File: src/rtl/regfile_wr_arbiter.sv
// regfile_wr_arbiter: shares the register file's single write port between
// the pipeline writeback (P, fixed priority) and a long-latency writeback
// source (S) that is buffered in a DEPTH-entry FIFO. A starvation guard
// stalls P for one cycle when the FIFO head has been blocked MAX_WAIT cycles.
// Optional feature macro: REGARB_BYPASS_EN (same-cycle S write when the FIFO
// is empty and P leaves the port free).
module regfile_wr_arbiter #(
  parameter int unsigned DEPTH    = 4,
  parameter int unsigned MAX_WAIT = 8
) (
  input  logic                     i_clk,
  input  logic                     i_rst_n,
  input  logic                     i_p_wren,
  input  logic [4:0]               i_p_addr,
  input  logic [31:0]              i_p_data,
  output logic                     o_p_stall,
  input  logic                     i_s_valid,
  input  logic [4:0]               i_s_addr,
  input  logic [31:0]              i_s_data,
  output logic                     o_s_ready,
  output logic                     o_rd_wren,
  output logic [4:0]               o_rd_addr,
  output logic [31:0]              o_rd_data,
  output logic [$clog2(DEPTH):0]   o_fifo_cnt
);

  localparam int unsigned PW = $clog2(DEPTH);
  localparam int unsigned CW = PW + 1;
  localparam int unsigned WW = $clog2(MAX_WAIT + 1);
  localparam logic [CW-1:0] FULL_CNT = CW'(DEPTH);
  localparam logic [WW-1:0] WAIT_LIM = WW'(MAX_WAIT);

  typedef enum logic [1:0] {
    ST_IDLE  = 2'd0,
    ST_WAIT  = 2'd1,
    ST_FORCE = 2'd2
  } state_t;

  state_t          state, state_n;
  logic [WW-1:0]   wait_cnt, wait_n;
  logic            stall_q;

  logic [4:0]      addr_q [DEPTH];
  logic [31:0]     data_q [DEPTH];
  logic [PW-1:0]   wr_ptr, rd_ptr;
  logic [CW-1:0]   cnt, cnt_n;

  logic            fifo_empty, fifo_full;
  logic [4:0]      head_addr;
  logic [31:0]     head_data;
  logic            p_uses, head_grant, collide, head_blocked;
  logic            pop, push, bypass, s_ready;

  assign fifo_empty = (cnt == '0);
  assign fifo_full  = (cnt == FULL_CNT);
  assign head_addr  = addr_q[rd_ptr];
  assign head_data  = data_q[rd_ptr];

  // P owns the port unless it targets x0 or is being force-stalled; outputs
  // are additionally held quiet while reset is asserted.
  assign p_uses       = i_rst_n & i_p_wren & (i_p_addr != '0) & ~stall_q;
  assign head_grant   = ~fifo_empty & ~p_uses;
  assign collide      = p_uses & ~fifo_empty & (head_addr == i_p_addr);
  assign head_blocked = p_uses & ~fifo_empty & ~collide;
  assign pop          = head_grant | collide;

`ifdef REGARB_BYPASS_EN
  assign bypass = i_rst_n & i_s_valid & fifo_empty & ~p_uses;
`else
  assign bypass = 1'b0;
`endif

  // A pop frees a slot in the same cycle, so a full FIFO can still accept.
  assign s_ready = i_rst_n & (~fifo_full | pop);
  assign push    = i_s_valid & s_ready & ~bypass;

  assign o_s_ready  = s_ready;
  assign o_p_stall  = stall_q;
  assign o_fifo_cnt = cnt;

  // Write-port mux: P first, then FIFO head (x0 heads drop silently), then bypass.
  always_comb begin
    o_rd_wren = 1'b0;
    o_rd_addr = '0;
    o_rd_data = '0;
    if (p_uses) begin
      o_rd_wren = 1'b1;
      o_rd_addr = i_p_addr;
      o_rd_data = i_p_data;
    end else if (head_grant) begin
      if (head_addr != '0) begin
        o_rd_wren = 1'b1;
        o_rd_addr = head_addr;
        o_rd_data = head_data;
      end
    end else if (bypass && (i_s_addr != '0)) begin
      o_rd_wren = 1'b1;
      o_rd_addr = i_s_addr;
      o_rd_data = i_s_data;
    end
  end

  // Next occupancy from push/pop.
  always_comb begin
    cnt_n = cnt;
    case ({push, pop})
      2'b10:   cnt_n = cnt + 1'b1;
      2'b01:   cnt_n = cnt - 1'b1;
      default: cnt_n = cnt;
    endcase
  end

  // FIFO pointers and occupancy.
  always_ff @(posedge i_clk or negedge i_rst_n) begin
    if (!i_rst_n) begin
      wr_ptr <= '0;
      rd_ptr <= '0;
      cnt    <= '0;
    end else begin
      if (push) wr_ptr <= wr_ptr + 1'b1;
      if (pop)  rd_ptr <= rd_ptr + 1'b1;
      cnt <= cnt_n;
    end
  end

  // FIFO storage; contents are meaningless while cnt is zero, so no reset.
  always_ff @(posedge i_clk) begin
    if (push) begin
      addr_q[wr_ptr] <= i_s_addr;
      data_q[wr_ptr] <= i_s_data;
    end
  end

  // Starvation-guard next-state: count cycles the head is blocked by P.
  always_comb begin
    state_n = state;
    wait_n  = wait_cnt;
    case (state)
      ST_IDLE: begin
        wait_n = '0;
        if (cnt_n != '0) state_n = ST_WAIT;
      end
      ST_WAIT: begin
        if (head_blocked) begin
          wait_n = wait_cnt + 1'b1;
          if (wait_n == WAIT_LIM) state_n = ST_FORCE;
        end else begin
          if (pop) wait_n = '0;
          state_n = (cnt_n != '0) ? ST_WAIT : ST_IDLE;
        end
      end
      ST_FORCE: begin
        wait_n  = '0;
        state_n = (cnt_n != '0) ? ST_WAIT : ST_IDLE;
      end
      default: begin
        wait_n  = '0;
        state_n = ST_IDLE;
      end
    endcase
  end

  // FSM state, wait counter and the Moore stall output.
  always_ff @(posedge i_clk or negedge i_rst_n) begin
    if (!i_rst_n) begin
      state    <= ST_IDLE;
      wait_cnt <= '0;
      stall_q  <= 1'b0;
    end else begin
      state    <= state_n;
      wait_cnt <= wait_n;
      stall_q  <= (state_n == ST_FORCE);
    end
  end

endmodule

File: config.mk
export PLATFORM = sky130hd
export DESIGN_NAME = regfile_wr_arbiter
export DESIGN_NICKNAME = d
export VERILOG_FILES = /design/src/rtl/regfile_wr_arbiter.sv
export SDC_FILE = /design/constraint.sdc
export NUM_CORES = 1
export LEC_CHECK = 0
export ABC_CLOCK_PERIOD_IN_PS = 4210
export BUFFER_PORTS_ARGS = -buffer_cell sky130_fd_sc_hd__buf_2
export CAP_MARGIN = 10
export CORE_MARGIN = 2
export CORE_UTILIZATION = 40
export CTS_CLUSTER_DIAMETER = 30
export CTS_CLUSTER_SIZE = 12
export DETAILED_ROUTE_END_ITERATION = 8
export HOLD_SLACK_MARGIN = 0.05
export PLACE_DENSITY = 0.57
export SYNTH_ARGS = -nofsm -noshare
export SYNTH_HDL_FRONTEND = slang
export SYNTH_SLANG_ARGS = --single-unit
export TNS_END_PERCENT = 1
File: constraint.sdc
create_clock -name i_clk -period 4.21 [get_ports i_clk]
set_input_delay 0 -clock i_clk [delete_from_list [all_inputs] [get_ports i_clk]]
set_output_delay 0 -clock i_clk [all_outputs]
set_load 0.02 [all_outputs]
* Yosys cells after proc, flatten, opt, wreduce, memory -nomap -nowiden
Memories as Yosys holds them, arrays and structs flattened.
Cells that the tools add are included.
** Operators by class
- $add $sub $neg :: 5
- Equal/unequal tests :: 9
- Mux-type cells :: 20
- Bitwise operators :: 16
- Reduce and logical (&&, ||, !) cells :: 5
** Operators with widths (count)
- 2-to-1 mux 32 bit :: 3
- 2-to-1 mux 5 bit :: 3
- 2-to-1 mux 4 bit :: 3
- nonzero test 5 bit :: 2
- AND 1 bit :: 9
- equality test 2 bit, second input constant :: 3
- 2-to-1 mux 1 bit :: 6
- 2-to-1 mux 2 bit :: 3
- case mux 2 bit (3 select lines) :: 1
- case mux 3 bit (2 select lines) :: 1
- equality test 5 bit :: 1
- inverter 1 bit :: 5
- adder 2 x 1 -> 2 bit, second input constant :: 2
- adder 4 x 1 -> 4 bit, second input constant :: 1
- equality test 2 x 1 -> 1 bit, second input constant :: 2
- equality test 4 bit, second input constant :: 1
- adder 3 x 1 -> 3 bit, second input constant :: 1
- equality test 3 bit, second input constant :: 1
- zero test 3 bit :: 1
- != test 3 bit, second input constant :: 1
- nonzero test 3 bit :: 1
- subtractor 3 x 1 -> 3 bit, second input constant :: 1
- zero test 2 bit :: 1
- bitwise OR 1 bit :: 2
** Storage, ports and cells
- Bits in registers :: 14
- Memory bits (writable) :: 148
- Bits of input ports :: 78
- Output and inout bits :: 43
- Word-level logic and storage cells :: 63
- Memories :: 2
** Memories
- data_q :: depth 4, bits a word 32, rd ports 1, clocked after memory_dff 0, write ports 1, RTL line 44 : logic [31:0] data_q [DEPTH];
- addr_q :: depth 4, bits a word 5, rd ports 1, clocked after memory_dff 0, write ports 1, RTL line 43 : logic [4:0] addr_q [DEPTH];

* Depth between registers and ports, before layout
Gate-level depths: netlist (run 1).
- Depth in word-level cells :: 16
- Mapped depth :: 16
- Depth with buffers taken out :: 15

* Worst setup path before layout (run 1)
No wires, ideal clock.
- Path kind :: register to register
- Start point :: register rd_ptr[0]
- End point :: register state[0]
- Library setup time :: 126 ps
- Data arrival time :: 3141 ps
- Data required time :: 4084 ps
- Slack :: 944 ps
- Cell stages (with the launch flop) :: 16
- Path buffers :: 1
- Period minus slack after synthesis :: 3266 ps
- Cell sequence :: dfrtp_1 > buf_6 > mux4_2 > xnor2_1 > nand4_1 > o21ai_2 > and2_1 > ha_1 > inv_1 > fa_1 > xor2_1 > nor2_1 > xor2_1 > nor3_1 > o32a_1 > o31ai_1
** On the way
- Cells in the longest elaborated chain, start to end :: 13
- Elaborated cells on any way between the ends :: 17
- Classes of those cells :: 3 x eq/ne; 5 x mux; 7 x bitwise; 1 x reduce/logical; 1 x memory
** Ends and longest elaborated chain
- start, declared :: RTL line 45 : logic [PW-1:0] wr_ptr, rd_ptr;
- start signal, assigned :: RTL line 121 : if (pop) rd_ptr <= rd_ptr + 1'b1;
- memory read (4 x 5 bit) (*)
- equality test 5 bit (*) :: RTL line 63 : assign collide = p_uses & ~fifo_empty & (head_addr == i_p_addr);
- AND 1 bit (*) :: RTL line 63
- bitwise OR 1 bit (*) :: RTL line 65 : assign pop = head_grant | collide;
- bitwise OR 1 bit :: RTL line 74 : assign s_ready = i_rst_n & (~fifo_full | pop);
- AND 1 bit :: RTL line 74
- AND 1 bit :: RTL line 75 : assign push = i_s_valid & s_ready & ~bypass;
- equality test 2 x 1 -> 1 bit / equality test 2 bit (equally long branches) :: RTL line 106 : case ({push, pop})
- case mux 3 bit (2 select lines) (*) :: RTL line 106
- net cnt_n[2] :: RTL line 46 : logic [CW-1:0] cnt, cnt_n;
- nonzero test 3 bit (*) :: RTL line 141, 149, 154
- 2-to-1 mux 1 bit :: RTL line 149, 154
- 2-to-1 mux 2 bit :: RTL line 144 : if (head_blocked) begin
- case mux 2 bit (3 select lines) (*) :: RTL line 138 : case (state)
- net state_n[0] :: RTL line 39 : state_t state, state_n;
- end signal, assigned :: RTL line 170 : state <= state_n;
- end, declared :: RTL line 39
Mark *: on every way through the listed nets, which the timed path passes. The rest lies on a longest branch.
A chain may end at the register's enable or synchronous reset.

* Worst setup path in the final report (run 1)
Same ends and word-level chain as after synthesis.

==> results.yml, run 1 <==
status:
  status: "complete, no violations"
hold_path:
  hold_end: "rd_ptr[1]"
  hold_depth: 5
  min_path_type: "in -> reg"
  worstHoldStart: "i_p_addr[0]"
yosys:
  synth_top_area_cell: "edfxtp_1"
  syn-cell-area_um2: 6860
  synth.avg_cell_area_um2: 17.4
  ys_types: 39
  synth_warnings: 0
  yosysSeqAreaShare: 0.699
  synth.most_common_cell: "edfxtp_1"
  synth_nets: 479
  synth-main-ff-cell: "edfxtp_1"
  synthArstFlopShare: 0.0864
  syn_inst: 394
  synth.area.top_cells: "edfxtp_1, mux4_2, dfrtp_1, o21ai_2, nand2_1"
  ys_top_cells_by_count: "edfxtp_1, nand2_1, inv_1"
  netlist.area_leader.share: 0.648
  synth_edf_count: 148
  synth_seq_cells: 162
flow_run:
  max-cap-violations: 0
floorplanning:
  dieArea_um2: 18200
  fp-row-count: 47
  core_um2: 16700
  die_x_um: 135
  start_util: 0.411
  die-height_um: 135
  num_io_pins: 121
setup_path:
  path_cells: "mux4_1 > xnor2_1 > nand4_1 > o21ai_2 > and2_1 > ha_1 > inv_1 > fa_1 > xor2_1 > nor2_1 > xor2_1 > nor3_1 > o32a_1 > o31ai_1"
  critical_path_class: "reg -> reg"
  r2r_slack_ns: 0.62
  path_delay_family: "simple AND/OR/NAND/NOR gates"
  max_stage_delay_ns: 0.67
  required_ns: 4.50
  critPathLaunchType: "flop"
  cp.arrival_ns: 3.88
  worst-path-buf-inv: 1
  cp_max_fo: 9
  crit_path_top_delay_cell: "mux4_1"
  reg2reg_depth: 14
  r2r-start: "rd_ptr[0]"
  r2r-end: "state[0]"
  cp-end-kind: "flop"
  cp_common_cell: "xor2_1"
placement:
  dp_hpwl_mm: 8.78
  dp.cells: 729
  io_buffer_count: 120
  placed_cell_area_um2: 7740
  gp_congestion: 0.700
timing:
  hold_viol: 0
  rsz0062_at_grt: "false"
  finClkSkew_ns: 0.00889
  tightestPinTransition_ns: 0.718
  period_needed_ns: 3.59
  setup_viol: 0
  fmax_ghz: 0.278
  slew-limit-headroom: 0.520
  tns_ns: 0
  period_share: 0.853
  maxSlewViolCount: 0
clock_network:
  cts_tree: "built"
  cts_root_buf: "clkbuf_16"
  cts.path.max_buffers: 2
  cts_num_sinks: 162
  clock_latency_ns: 0.41
  htreeDepth: 4
  numCtsBuffers: 17
  cts.clk_slew.worst_paths_ns: 0.06
  ctsResizeCount: 0
global_routing:
  antenna_found_initial: 0
  overflow: 0
  grt_max_degree: 38
  grt_usage: 0.160
  grt_pass1_wl_mm: 21.9
  grt_pass1_vias: 4117
pwr:
  power_density_nw_per_um2: 621
  p_leak_nw: 3.28
  peakVddDrop_mv: 0.317
route:
  ant_nets: 0
  top_layer: "met4"
  wl_per_cell_um: 17.1
  drc: 0
  first_pass_iters: 5
  routed-wl-met2_mm: 7.04
  dr_wl_met3_um: 505
  wl_mm: 13.7
  num_vias: 3862
  viasPerCell: 4.83
  drt_iter0_markers: 225
  wl_met1_mm: 6.03
layout:
  multi_input_area_um2: 1810
  seq_area_um2: 4800
  drive_above_1_share: 0.405
  areaGrowthSynthToFinish_pct: 26.6
  nFillCells: 1439
  antenna_cells: 0
  design_area_um2: 8690
  nets: 653
  layout.cells.non_filler: 800
## layout make-up
| class | count | area share |
|---|---|---|
| Sequential cell | 162 | 0.552 |
| Timing Repair Buffer | 171 | 0.129 |
| Clock inverter | 14 | 0.0134 |
| Inverter | 39 | 0.0169 |
| Clock buffer | 17 | 0.0490 |
| Multi-Input combinational cell | 177 | 0.208 |
| Tap cell | 220 | 0.0317 |
## cell usage in the layout (no fill, tap or decap), drive strengths merged, types with 6 or more instances in the layout
cell type	n
mux4	37
xnor2	7
dlygate4sd3	40
o21ai	39
ha	6
clkinv	9
edfxtp	148
dfrtp	14
nand2	43
inv	41
clkbuf	17
buf	131
xor2	6
## state kept, by name, indices dropped and copies added (netlist names)
signal and flops:
state 2, o_p_stall 1, addr_q 20, data_q 128, rd_ptr 2, wait_cnt 4
o_fifo_cnt 3, wr_ptr 2
## how the worst max path moves through the flow
stage	from	endpoint	slack [ns]	cells past startpoint
3_3_place_gp	rd_ptr[0]	state[0]	0.67	14
2_1_floorplan	rd_ptr[0]	state[0]	0.94	15
4_1_cts	rd_ptr[0]	state[0]	0.59	14
6_report	rd_ptr[0]	state[0]	0.62	14
3_5_place_dp	rd_ptr[0]	state[0]	0.61	14
5_1_grt	rd_ptr[0]	state[0]	0.37	14
## repair_timing
| action | in CTS | in global routing |
|---|---|---|
| hold buffers | 40 | 0 |
| buffers inserted | 0 | 0 |
| endpoints found under the setup margin | 0 | 0 |
| endpoints found under the hold margin | 164 | 0 |
## worst reg2reg max path: stages, from the launching register on
cell,delay [ns]
dfrtp_2,0.50
mux4_1,0.68
xnor2_1,0.17
nand4_1,0.11
o21ai_2,0.33
and2_1,0.23
ha_1,0.19
inv_1,0.06
fa_1,0.37
xor2_1,0.15
nor2_1,0.11
xor2_1,0.09
nor3_1,0.23
o32a_1,0.20
o31ai_1,0.06
## stage by stage
stage	utilization	setup slack (ns)	hold slack, ns	power, mW
final	0.520	0.617	0.204	5.39
after CTS	0.520	0.594	0.183	5.49
after global routing	0.520	0.365	0.200	5.72
after global placement	0.464	0.672	-0.0641	4.01
after floorplan	-	0.944	-0.296	3.51
after detailed placement	0.464	0.611	-0.0595	4.04
## logic make-up (layout without fill, tap and decap cells)
group                    count (synthesis)  in the layout  share of synthesized area
AO/OA/AOI/OAI                           48             48                     0.0593
multiplexers                            39             39                      0.126
XOR/XNOR                                13             13                     0.0166
adder cells (fa/ha/maj)                  7              7                     0.0139
AND/OR/NAND/NOR                         70             70                     0.0469
flip-flops                             162            162                      0.699
buffers and inverters                   55            241                     0.0390
## power breakdown
group	leakage [nW]	switching [mW]	internal, mW
combinational	1.50	1.11	0.825
clock	0.261	0.591	0.807
sequential	1.52	0.0912	1.96
total	3.28	1.80	3.60
## per-layer routing
| layer | track usage | vias up |
|---|---|---|
| li1 | - | 1840 |
| met2 | 0.275 | 88 |
| met4 | 0.0486 | 0 |
| met3 | 0.0375 | 8 |
| met1 | 0.204 | 1926 |
| met5 | 0 | - |
(Power assumes the default switching activity.)
==> inputs of run 2 (changes only) <==
Settings changed: PLACE_DENSITY 0.57 to default, PLACE_DENSITY_LB_ADDON from default to 0.08, TNS_END_PERCENT 1 to 100.
==> run 2 against run 1 <==
Sequential share of layout area down 0.056 points. Cell count is 0.38% higher. Non-clock buffer count up 2. Clock skew shrank 0.0011 ns. First-iteration DRC count shrank 27%. Clock power rose by 6%. Hold slack lost 0.013 ns. Maximum frequency down 4.4%. Flip-flop and latch count did not move. Wire length up 2.6%. Total power increased by 1.5%. Largest power group unchanged.
==> results.yml, run 2 (synthesized netlist as in run 1, its figures left out) <==
route:
  ant_nets: 0
  wl_mm: 14.1
  wl_per_cell_um: 17.5
  num_vias: 3901
  viasPerCell: 4.86
  first_pass_iters: 4
  drc: 0
  drt_iter0_markers: 164
floorplanning:
  die_x_um: 135
  num_io_pins: 121
  fp-row-count: 47
  die-height_um: 135
  core_um2: 16700
  start_util: 0.411
  dieArea_um2: 18200
clock_network:
  ctsResizeCount: 0
  cts_num_sinks: 162
  clock_latency_ns: 0.42
  cts.clk_slew.worst_paths_ns: 0.06
  cts_tree: "built"
  htreeDepth: 4
  cts_root_buf: "clkbuf_16"
  numCtsBuffers: 17
  cts.path.max_buffers: 2
global_routing:
  grt_max_degree: 38
  overflow: 0
  antenna_found_initial: 0
  grt_usage: 0.166
  grt_pass1_wl_mm: 22.3
  grt_pass1_vias: 4122
flow_run:
  max-cap-violations: 0
setup_path:
  required_ns: 4.51
  critPathLaunchType: "flop"
  cp_max_fo: 14
  cp.arrival_ns: 4.06
  cp-end-kind: "flop"
  critical_path_class: "reg -> reg"
pwr:
  peakVddDrop_mv: 0.326
  power_density_nw_per_um2: 629
  p_sw_frac: 0.340
  comb_power_share: 0.348
  p_leak_nw: 3.29
  p_sw_mw: 1.86
  p_int_mw: 3.61
  p_seq_frac: 0.382
  power_frac_clock: 0.270
timing:
  period_needed_ns: 3.76
  slew-limit-headroom: 0.542
  setup_viol: 0
  tns_ns: 0
  hold_viol: 0
  fmax_ghz: 0.266
  period_share: 0.893
  maxSlewViolCount: 0
  finClkSkew_ns: 0.00779
  tightestPinTransition_ns: 0.684
  rsz0062_at_grt: "false"
layout:
  antenna_cells: 0
  nFillCells: 1414
  final_common_cell: "edfxtp_1"
  nets: 655
  final_cell_mix: "edfxtp_1, buf_2, nand2_1"
  drive_above_1_share: 0.413
  top_register: "data_q"
  areaGrowthSynthToFinish_pct: 26.7
  reg.largest.list: "data_q: 128 flops, addr_q: 20 flops, wait_cnt: 4 flops"
  fin_util: 0.521
  largest_register_ffs: 128
placement:
  io_buffer_count: 120
  gp_congestion: 0.814
  dp_hpwl_mm: 9.07
hold_path:
  min_path_type: "in -> reg"
status:
  status: "complete, no violations"
[run 2: cell types whose count changed in the layout (fill, tap and decap cells not counted), sizes merged]
| cell | previous run | this run |
|---|---|---|
| clkinv | 9 | 3 |
| inv | 41 | 46 |
| clkinvlp | 2 | 4 |
| buf | 131 | 133 |
[run 2: metrics by stage]
| stage | setup slack [ns] | total power, mW | hold WS [ns] | area (um2) | std cells |
|---|---|---|---|---|---|
| final | 0.452 | 5.47 | 0.191 | 8700 | 803 |
| after global routing | 0.0866 | 5.78 | 0.248 | 8700 | 803 |
| after CTS | 0.409 | 5.56 | 0.185 | 8700 | 803 |
| after detailed placement | 0.418 | 4.04 | -0.0487 | 7720 | 731 |
| after global placement | 0.540 | 4.02 | -0.0513 | 7720 | 731 |
| after floorplan | 0.944 | 3.51 | -0.296 | 6860 | 394 |
[run 2: worst paths after layout]
check	start	endpoint	slack, ns	depth (start not counted)
hold / removal	i_p_addr[0]	rd_ptr[1]	0.19	5
setup reg to reg	rd_ptr[0]	state[0]	0.45	14
min in group asynchronous	i_rst_n	wr_ptr[0]	0.77	3
hold reg to reg	state[1]	state[0]	0.50	1
setup / recovery	rd_ptr[0]	state[0]	0.45	14
max in group asynchronous	i_rst_n	rd_ptr[0]	2.96	3
[run 2: metal layers]
| layer | wire, um | share of wire | global-route usage | vias to the layer above |
|---|---|---|---|---|
| met5 | 0 | 0 | 0 | - |
| met4 | 196 | 0.014 | 0.0556 | 0 |
| met3 | 622 | 0.044 | 0.0383 | 18 |
| met2 | 6960 | 0.50 | 0.270 | 97 |
| met1 | 6280 | 0.45 | 0.222 | 1938 |
| li1 | - | - | - | 1848 |
[run 2: cell type report]
cell class / instances / area [um2] / share of cell area
clock buffers: 17 / 425 / 0.0489
clock inverters: 15 / 148 / 0.0170
inverters: 39 / 146 / 0.0168
multi-input cells: 177 / 1810 / 0.208
flip-flops and latches: 162 / 4800 / 0.552
well taps: 220 / 275 / 0.0317
repair buffers: 173 / 1100 / 0.126
[run 2: power by group through the flow]
| stage | sequential (mW) | combinational, mW | clock [mW] |
|---|---|---|---|
| after global placement | 2.12 | 1.90 | 0 |
| final | 2.09 | 1.91 | 1.48 |
| after detailed placement | 2.13 | 1.91 | 0 |
| after floorplan | 2.07 | 1.44 | 0 |
| after CTS | 2.10 | 1.95 | 1.51 |
| after global routing | 2.11 | 2.08 | 1.58 |
[run 2: worst max-delay path, stage by stage (launching register included)]
cell	delay [ns]
dfrtp_2	0.65
mux4_1	0.68
xnor2_1	0.17
nand4_1	0.12
o21ai_2	0.31
and2_1	0.22
ha_1	0.18
inv_1	0.06
fa_1	0.38
xor2_1	0.14
nor2_1	0.06
xor2_1	0.15
nor3_1	0.24
o32a_1	0.21
o31ai_1	0.06
[run 2: timing repair]
action | 4_1_cts | 5_1_grt
hold buffers | 40 | 0
setup endpoints to repair | 0 | 0
hold endpoints to repair | 164 | 0
setup buffers | 0 | 0
==> inputs of run 3 (changes only) <==
Settings changed: CORE_ASPECT_RATIO from default to 2.
==> run 3 against run 2 <==
Die area rose by 0.34%. Critical endpoint unchanged. Wire length up 0.23%. Via count up 0.23%. Cell count fell by 2.1%. Sequential power about the same. Flip-flop and latch count is the same. Hold slack lost 0.00091 ns. Largest cell class unchanged. Critical path depth unchanged. First-iteration DRC count up 1.2%. Non-clock buffer count shrank 4. Register-to-register slack better by 0.098 ns.
==> results.yml, run 3 (synthesized netlist as in run 1, its figures left out) <==
status:
  status: "complete, no violations"
route:
  first_pass_iters: 4
  viasPerCell: 4.97
  wl_mm: 14.1
  drc: 0
  num_vias: 3910
  wl_per_cell_um: 17.9
  ant_nets: 0
  drt_iter0_markers: 166
flow_run:
  max-cap-violations: 0
placement:
  gp_congestion: 0.724
  placed_cell_area_um2: 7740
  dp.cells: 714
  dp_hpwl_mm: 9.23
  io_buffer_count: 120
  pre_cts_ws_ns: 0.490
timing:
  holdWs_ns: 0.190
  fmax_ghz: 0.273
  maxSlewViolCount: 0
  setup_viol: 0
  rsz0062_at_grt: "false"
  slew-limit-headroom: 0.416
  tns_ns: 0
  hold_viol: 0
  finClkSkew_ns: 0.00929
  setup_ws_ns: 0.551
  period_share: 0.869
  tightestPinTransition_ns: 0.872
  period_needed_ns: 3.66
pwr:
  peakVddDrop_mv: 0.315
  p_seq_frac: 0.388
  p_sw_mw: 1.80
  power_density_nw_per_um2: 620
  p_sw_frac: 0.335
  p_leak_nw: 3.28
  power.total_mw: 5.37
  comb_power_share: 0.355
  power_frac_clock: 0.256
  p_int_mw: 3.57
layout:
  design_area_um2: 8660
  nFillCells: 1457
  reg.largest.list: "data_q: 128 flops, addr_q: 20 flops, wait_cnt: 4 flops"
  multi_input_area_um2: 1800
  final_common_cell: "edfxtp_1"
  antenna_cells: 0
  fin_util: 0.517
  areaGrowthSynthToFinish_pct: 26.2
  drive_above_1_share: 0.402
  final_cell_mix: "edfxtp_1, buf_2, nand2_1"
  largest_register_ffs: 128
  nets: 651
  seq_area_um2: 4800
  top_register: "data_q"
  layout.cells.non_filler: 786
setup_path:
  critPathLaunchType: "flop"
  r2r-end: "state[0]"
  critical_path_class: "reg -> reg"
  cp.arrival_ns: 3.95
  required_ns: 4.51
  r2r_slack_ns: 0.55
  reg2reg_depth: 14
  r2r-start: "rd_ptr[0]"
  cp-end-kind: "flop"
  cp_max_fo: 11
floorplanning:
  start_util: 0.409
  core_um2: 16800
  dieArea_um2: 18300
  num_io_pins: 121
  die-height_um: 189
  fp-row-count: 67
  die_x_um: 96.6
hold_path:
  hold_end: "rd_ptr[1]"
  hold_depth: 6
  min_path_type: "in -> reg"
  worstHoldStart: "i_p_addr[2]"
clock_network:
  postCtsSetupBuffers: 0
  cts.path.max_buffers: 2
  cts.clk_slew.worst_paths_ns: 0.06
  cts_num_sinks: 162
  cts_root_buf: "clkbuf_16"
  clock_latency_ns: 0.42
  numCtsBuffers: 17
  htreeDepth: 4
  cts_tree: "built"
global_routing:
  grt_pass1_wl_mm: 22.5
  grt_pass1_vias: 4178
  grt_usage: 0.162
  antenna_found_initial: 0
  grt_max_degree: 37
  overflow: 0
## run 3: cell types whose count changed in the layout (fill, tap and decap cells not counted)
cell and change:
clkinvlp_4 -3, inv_8 -2, buf_4 -9, o21a_2 -1
inv_6 -5, clkbuf_1 +4, clkinv_4 -2, o21a_1 +1
bufinv_16 -1, clkbuf_16 +1, inv_4 +4, clkinv_1 -1
clkinv_2 +5, buf_12 +5
## run 3: worst max path at each step
stage,start,to,slack (ns),cells after the start
5_1_grt,rd_ptr[0],state[0],0.26,14
4_1_cts,rd_ptr[0],state[0],0.47,14
3_3_place_gp,rd_ptr[0],state[0],0.54,14
6_report,rd_ptr[0],state[0],0.55,14
2_1_floorplan,rd_ptr[0],state[0],0.94,15
3_5_place_dp,rd_ptr[0],state[0],0.49,14
## run 3: worst max-delay path: stages (launching register included)
cell and delay (ns):
dfrtp_2 0.58, mux4_1 0.67, xnor2_1 0.16, nand4_1 0.11
o21ai_2 0.33, and2_1 0.24, ha_1 0.20, inv_1 0.06
fa_1 0.37, xor2_1 0.14, nor2_1 0.06, xor2_1 0.15
nor3_1 0.22, o32a_1 0.20, o31ai_1 0.06
## run 3: what timing repair did
item | in CTS | in global routing
hold endpoints to repair | 164 | 0
hold buffers | 40 | 0
gates resized for setup | 0 | 0
## run 3: final cells by class
class,count,area share
Sequential cell,162,0.554
Multi-Input combinational cell,177,0.208
Timing Repair Buffer,169,0.131
Clock buffer,22,0.0537
Tap cell,207,0.0299
Inverter,39,0.0169
Clock inverter,10,0.00665
## run 3: routing by layer
metal,track usage,wire length (um)
met1,0.176,5400
met2,0.308,8090
met3,0.0369,450
met4,0.0520,162
met5,0,0
## run 3: power groups by stage
stage | clock (mW) | combinational (mW) | sequential [mW]
after detailed placement | 0 | 1.93 | 2.13
after CTS | 1.42 | 1.96 | 2.10
after global placement | 0 | 1.91 | 2.11
after global routing | 1.48 | 2.08 | 2.11
after floorplan | 0 | 1.44 | 2.07
final | 1.38 | 1.91 | 2.09
